`src/rtl/rx_port_pkg.sv`:
```
// Shared types and helpers for the rx_port read-request path.
package rx_port_pkg;

  typedef enum logic [2:0] {
    S_IDLE,
    S_CALC,
    S_WAIT_CREDIT,
    S_REQ,
    S_DONE
  } state_t;

  localparam int PCIE_BOUNDARY_BYTES = 4096;

  // Encoded max read request size in 32-bit words; codes 5..7 all mean 4 KB, capped at 1024 words.
  function automatic logic [10:0] max_read_words(input logic [2:0] cfg);
    if (cfg >= 3'd5) return 11'd1024;
    return 11'd32 << cfg;
  endfunction

endpackage

```
`src/rtl/rx_req_credit_counter.sv`:
```
// Receive-buffer space counter: net update of space - debit + credit, saturating at capacity.
// One-cycle update latency; no backpressure.
module rx_req_credit_counter #(
  parameter int C_FIFO_WORDS       = 2048,
  parameter int C_FIFO_WORDS_WIDTH = $clog2(C_FIFO_WORDS + 1)
) (
  input  logic                          CLK,
  input  logic                          RST,
  input  logic                          debit_vld,
  input  logic [C_FIFO_WORDS_WIDTH-1:0] debit_words,
  input  logic                          credit_vld,
  input  logic [C_FIFO_WORDS_WIDTH-1:0] credit_words,
  output logic [C_FIFO_WORDS_WIDTH-1:0] space
);

  localparam int W1 = C_FIFO_WORDS_WIDTH + 1;
  localparam logic [W1-1:0] CAP = W1'(C_FIFO_WORDS);

  logic [W1-1:0] debit_ext;
  logic [W1-1:0] credit_ext;
  logic [W1-1:0] raw_sum;
  logic [W1-1:0] sat_sum;

  // Debits never exceed space (requests wait for room), so the extra bit only absorbs credit overflow.
  always_comb begin
    debit_ext  = debit_vld  ? {1'b0, debit_words}  : '0;
    credit_ext = credit_vld ? {1'b0, credit_words} : '0;
    raw_sum    = {1'b0, space} - debit_ext + credit_ext;
    sat_sum    = (raw_sum > CAP) ? CAP : raw_sum;
  end

  always_ff @(posedge CLK) begin
    if (RST) space <= C_FIFO_WORDS_WIDTH'(C_FIFO_WORDS);
    else     space <= sat_sum[C_FIFO_WORDS_WIDTH-1:0];
  end

endmodule

```
`src/rtl/rx_port_read_requester.sv`:
```
// Splits one scatter-gather element into MRRS/4KB-bounded read requests, each issued only when buffer space covers it.
// Registered outputs; first request 3 cycles after XFER_START; RX_REQ held until RX_REQ_ACK, stalls on credit.
module rx_port_read_requester
  import rx_port_pkg::*;
#(
  parameter int C_FIFO_WORDS       = 2048,
  parameter int C_FIFO_WORDS_WIDTH = $clog2(C_FIFO_WORDS + 1)
) (
  input  logic                          CLK,
  input  logic                          RST,
  input  logic [2:0]                    CONFIG_MAX_READ_REQUEST_SIZE,
  input  logic                          XFER_START,
  input  logic [63:0]                   XFER_ADDR,
  input  logic [31:0]                   XFER_LEN,
  output logic                          XFER_ACK,
  output logic                          XFER_DONE,
  input  logic                          ABORT,
  input  logic                          CREDIT_VALID,
  input  logic [C_FIFO_WORDS_WIDTH-1:0] CREDIT_WORDS,
  output logic                          RX_REQ,
  input  logic                          RX_REQ_ACK,
  output logic [63:0]                   RX_ADDR,
  output logic [9:0]                    RX_LEN,
  output logic                          BUSY
);

  state_t                        r_state;
  state_t                        s_next;
  logic [63:0]                   r_addr;
  logic [31:0]                   r_remain;
  logic [10:0]                   r_len;
  logic [C_FIFO_WORDS_WIDTH-1:0] r_space;
  logic [10:0]                   max_words;
  logic [10:0]                   bound_words;
  logic [10:0]                   len_calc;
  logic                          accept;

  // An ack coinciding with ABORT still counts: the engine owns that request now.
  assign accept = (r_state == S_REQ) && RX_REQ_ACK;

  always_comb begin
    max_words   = max_read_words(CONFIG_MAX_READ_REQUEST_SIZE);
    bound_words = 11'((13'(PCIE_BOUNDARY_BYTES) - {1'b0, r_addr[11:0]}) >> 2);
    len_calc    = (max_words < bound_words) ? max_words : bound_words;
    if (r_remain < {21'd0, len_calc}) len_calc = r_remain[10:0];
  end

  always_comb begin
    s_next = r_state;
    case (r_state)
      S_IDLE:        if (XFER_START) s_next = S_CALC;
      S_CALC:        s_next = (r_remain == 32'd0) ? S_DONE : S_WAIT_CREDIT;
      S_WAIT_CREDIT: if (r_space >= C_FIFO_WORDS_WIDTH'(r_len)) s_next = S_REQ;
      S_REQ:         if (RX_REQ_ACK) s_next = S_CALC;
      S_DONE:        s_next = S_IDLE;
      default:       s_next = S_IDLE;
    endcase
    if (ABORT && (r_state != S_IDLE)) s_next = S_IDLE;
  end

  always_ff @(posedge CLK) begin
    if (RST) begin
      r_state   <= S_IDLE;
      r_addr    <= '0;
      r_remain  <= '0;
      r_len     <= '0;
      XFER_ACK  <= 1'b0;
      XFER_DONE <= 1'b0;
      RX_REQ    <= 1'b0;
      RX_ADDR   <= '0;
      RX_LEN    <= '0;
      BUSY      <= 1'b0;
    end else begin
      r_state   <= s_next;
      XFER_ACK  <= (r_state == S_IDLE) && XFER_START;
      XFER_DONE <= (r_state == S_DONE) && !ABORT;
      RX_REQ    <= (s_next == S_REQ);
      BUSY      <= (s_next != S_IDLE);
      if ((r_state == S_IDLE) && XFER_START) begin
        r_addr   <= XFER_ADDR & ~64'd3;
        r_remain <= XFER_LEN;
      end
      if (r_state == S_CALC) r_len <= len_calc;
      if ((r_state == S_WAIT_CREDIT) && (s_next == S_REQ)) begin
        RX_ADDR <= r_addr;
        RX_LEN  <= r_len[9:0];
      end
      if (accept) begin
        r_addr   <= r_addr + {51'd0, r_len, 2'b00};
        r_remain <= r_remain - {21'd0, r_len};
      end
    end
  end

  rx_req_credit_counter #(
    .C_FIFO_WORDS       (C_FIFO_WORDS),
    .C_FIFO_WORDS_WIDTH (C_FIFO_WORDS_WIDTH)
  ) u_credit (
    .CLK          (CLK),
    .RST          (RST),
    .debit_vld    (accept),
    .debit_words  (C_FIFO_WORDS_WIDTH'(r_len)),
    .credit_vld   (CREDIT_VALID),
    .credit_words (CREDIT_WORDS),
    .space        (r_space)
  );

endmodule

```
`config.mk`:
```
export PLATFORM = sky130hd
export DESIGN_NAME = rx_port_read_requester
export DESIGN_NICKNAME = d
export VERILOG_FILES = /design/src/rtl/rx_port_pkg.sv /design/src/rtl/rx_req_credit_counter.sv /design/src/rtl/rx_port_read_requester.sv
export SDC_FILE = /design/constraint.sdc
export NUM_CORES = 1
export LEC_CHECK = 0
export CAP_MARGIN = 20
export CORE_ASPECT_RATIO = 0.8
export CORE_MARGIN = 2
export CORE_UTILIZATION = 50
export DETAILED_ROUTE_END_ITERATION = 16
export PLACE_DENSITY = 0.77
export SETUP_SLACK_MARGIN = 0.02
export SLEW_MARGIN = 20
export SYNTH_ARGS = -nofsm -noshare
export SYNTH_HDL_FRONTEND = slang
export SYNTH_SLANG_ARGS = --single-unit
export TNS_END_PERCENT = 20
```
`constraint.sdc`:
```
create_clock -name CLK -period 13.69 [get_ports CLK]
set_clock_uncertainty 0.1 [all_clocks]
set_input_delay 1.369 -clock CLK [delete_from_list [all_inputs] [get_ports CLK]]
set_output_delay 1.369 -clock CLK [all_outputs]
set_load 0.02 [all_outputs]
```
==> impl_metrics.yaml <==
run_status:
  status: "finished clean"
detailed_routing:
  vias_per_cell: 6.082
  initialDrtViolationCount: 1370
  ant_nets: 0
  route.detailed.drc: 0
  wl_mm: 36.55
  drt_first_pass_iters: 6
  drt-wirelength-per-cell_um: 18.37
  vias: 12100
clock_network:
  worst_skew_pair.late_latency_ns: 0.43
  cts_hold_buf: 0
  cts_max_level: 4
  numCtsBuffers: 17
  post_cts_buffers: 0
  root_buffer: "clkbuf_16"
  clkTransAtPathRegs_ns: 0.08
  cts_max_path_buffers: 2
  cts.sinks: 196
  cts_resized: 0
  cts_tree: "built"
setup_path:
  cp_top_family: "compound AO/OA/AOI/OAI gates"
  critPathKind: "primary input to register"
  crit_end: "r_len[10]$_SDFFE_PP0P_"
  worst_path_max_delay_cell: "o31a_1"
  crit_path_cell_trace: "clkdlybuf4s50_1, or3b_2, inv_1, ha_1, nor4bb_1, o2111ai_1, a21o_1, nand2_1, a21oi_1, o21ai_0, and3_1, ha_1, a21oi_1, o21ai_0, a221o_1, a211oi_1, o31a_1, or3_1, o221ai_1"
  worstPathMaxFanout: 18
  cp.depth: 19
  cp_slowest_stage_delay_ns: 0.61
  worstPathArrival_ns: 6.30
  r2r_cells: 20
  cp.required_ns: 13.89
  critPathLaunch: "CONFIG_MAX_READ_REQUEST_SIZE[0]"
  reg2reg_slack_ns: 7.97
  rr_startpoint: "r_addr[2]$_SDFFE_PP0P_"
  r2r-end: "r_len[10]$_SDFFE_PP0P_"
  start_kind: "primary input"
  cp_num_buf_inv: 2
  crit_path_end_kind: "register"
placement:
  gp_congestion: 0.8973
  io_buffers: 190
  numPlacedInstances: 1957
  dp_hpwl_mm: 25.75
power:
  switchingPower_uw: 691.9
  swShare_pct: 37.29
  power.sequential.fraction_pct: 35.7
  p_int_uw: 1164
  combPwrFrac_pct: 36.8
  p_leak_uw: 0.005202
  powerDensity_nw_per_um2: 129.6
  clock_power_share_pct: 27.4
  irDropWorstVdd_uv: 119.3
yosys:
  yosysSeqAreaShare_pct: 33.51
  muxShareOfSynthArea_pct: 0.8335
  async_flop_share_pct: 0
  synth_top_family_by_area: "simple AND/OR/NAND/NOR gates"
  synth_xor_area_share_pct: 2.319
  synth_ff_type: "dfxtp_1"
  synth-simple-area-share_pct: 25.15
  ys_types: 81
  synth_compound_area_share_pct: 23.63
  synthAdderAreaFrac_pct: 8.955
  synth-edff-count: 0
  syn_area_um2: 11710
  yosysWarnings: 0
  ys_seq_elements: 196
  syn_inst: 1536
  syn_area_per_cell_um2: 7.623
sta:
  setup_viol: 0
  final_max_slew_viol_count: 0
  fin_crit_ns: 6.109
  finalCritPeriodShare_pct: 44.62
  rsz0062_at_grt: "no"
  fmax_mhz: 163.7
  relSlewSlack_pct: 40.45
  worst_pin_slew_ns: 0.8851
  final.setup.tns_ns: 0
  hold_violations: 0
  fin_hold_ws_ns: 0.3557
cells_and_area:
  fin_nets: 1857
  area_growth_pct: 22.30
  drive_gt1_share_pct: 4.830
  diodes: 0
  stdcell_count: 1989
floorplan:
  rows: 50
  die_w_um: 175.1
  core-area_um2: 23210
  fp.dieH_um: 140.9
  dieArea_um2: 24660
  io_pins: 195
  initial_core_util_pct: 50.45
global_routing:
  grt_usage_pct: 29.01
  grt_max_degree: 74
  grt_antenna_before_repair: 0
  grt_pass1_vias: 11140
  grt_pass1_wl_mm: 58.10
  grt_overflow: 0
hold_path:
  min_path_type: "register to register"
flow_run:
  cap_violations: 0
-- per-layer routing --
metal / routed length, um / track usage [%]
met4: 522 / 6.886
met3: 3130 / 4.558
met5: 0 / 0
met1: 16860 / 42.15
met2: 16040 / 45.16
-- synth_stat cells (all sizes together), types with 9 or more instances --
cell,count,area share (%)
xnor2,15,1.1
and3,19,1.0
a2111oi,11,1.1
nor2,108,3.5
or3,18,0.96
o311ai,9,0.67
nor4,19,1.0
nor3,40,1.8
a21oi,171,7.3
buf,16,0.81
nand2,292,9.4
a311oi,12,0.90
xor2,16,1.2
a31oi,31,1.7
and2,9,0.50
o21ai,60,2.6
o21a,13,0.83
nand2b,9,0.48
or4,12,0.87
a211oi,11,0.71
nand3,43,1.8
inv,70,2.2
dfxtp,196,34
nor2b,10,0.53
fa,13,2.2
a22oi,15,0.96
ha,63,6.7
o211ai,21,1.4
clkbuf,77,2.5
nand4,23,1.2
-- per-stage QoR --
step	worst slack, ns	cell area (um2)	util [%]	power (uW)
after floorplan	8.347	11710	-	1161
after global routing	7.193	14320	61.70	1969
after global placement	7.347	13730	59.14	1321
after CTS	7.695	14320	61.70	1851
after detailed placement	7.243	13730	59.14	1346
final	7.581	14320	61.70	1856
-- cell families after synthesis --
family	after synthesis
and+or+nand+nor	631
AOI/OAI and AO/OA	428
DFF	196
buffers and inverters	164
adders and majority gates	76
xor gates and xnor gates	31
muxes	9
other	1
-- worst min-delay path by stage --
stage,startpoint,end,slack [ns],cells past startpoint
CTS,RX_ADDR[27]$_SDFFE_PP0P_,RX_ADDR[27]$_SDFFE_PP0P_,0.36,2
detailed placement,RX_ADDR[27]$_SDFFE_PP0P_,RX_ADDR[27]$_SDFFE_PP0P_,0.35,2
global placement,RX_ADDR[62]$_SDFFE_PP0P_,RX_ADDR[62]$_SDFFE_PP0P_,0.34,2
finish,RX_ADDR[31]$_SDFFE_PP0P_,RX_ADDR[31]$_SDFFE_PP0P_,0.36,2
floorplan,r_addr[63]$_SDFFE_PP0P_,RX_ADDR[63]$_SDFFE_PP0P_,0.34,2
global route,RX_ADDR[27]$_SDFFE_PP0P_,RX_ADDR[27]$_SDFFE_PP0P_,0.37,2
-- power by group through the flow --
stage | clock network, uW | registers (uW) | logic, uW
finish | 509 | 663 | 683
global route | 537 | 669 | 763
CTS | 514 | 661 | 676
detailed placement | 0 | 675 | 672
global placement | 0 | 673 | 648
floorplan | 0 | 658 | 503
-- worst reg2reg max path, cell delays in order (launching register included) --
cell,delay (ns)
dfxtp_1,0.43
or4_4,0.61
nor2_1,0.17
xnor2_1,0.23
inv_1,0.09
ha_1,0.29
nor4bb_1,0.39
o2111ai_1,0.20
a21o_1,0.21
nand2_1,0.20
a21oi_1,0.13
o21ai_0,0.22
and3_1,0.23
ha_1,0.25
a21oi_1,0.15
o21ai_0,0.14
a221o_1,0.31
a211oi_1,0.20
o31a_1,0.61
or3_1,0.31
o221ai_1,0.13
-- flip-flops by register name (all words and copies together) (netlist names) --
name / flops
r_len: 11
RX_ADDR: 62
r_remain: 32
r_state: 3
r_addr: 62
BUSY: 1
XFER_DONE: 1
XFER_ACK: 1
u_credit.space: 12
RX_LEN: 10
RX_REQ: 1
-- placed cells by master (no fill, tap or decap), types with 9 or more instances in the layout --
master           instances
a211oi_1                11
a21oi_1                170
a22oi_1                 15
a311oi_1                12
a31oi_1                 31
and3_1                  19
buf_4                   12
clkbuf_16               17
clkdlybuf4s50_1        189
dfxtp_1                196
fa_1                    13
ha_1                    63
inv_1                   70
nand2_1                292
nand2b_1                 9
nand3_1                 42
nand4_1                 23
nor2_1                 105
nor2b_1                 10
nor3_1                  38
nor4_1                  18
o211ai_1                19
o21a_1                  13
o21ai_0                 60
o311ai_0                 9
or3_1                   18
xnor2_1                 15
xor2_1                  16
-- area by class of cell --
| class | instances | area (um2) |
|---|---|---|
| well taps | 312 | 390.4 |
| clock buffers | 19 | 452.9 |
| inverters | 71 | 266.5 |
| flip-flops and latches | 196 | 3924 |
| fillers | 2057 | 8890 |
| repair buffers | 201 | 1982 |
| multi-input cells | 1177 | 7164 |
| clock inverters | 13 | 140.1 |
Power figures use the tool's default switching activity.
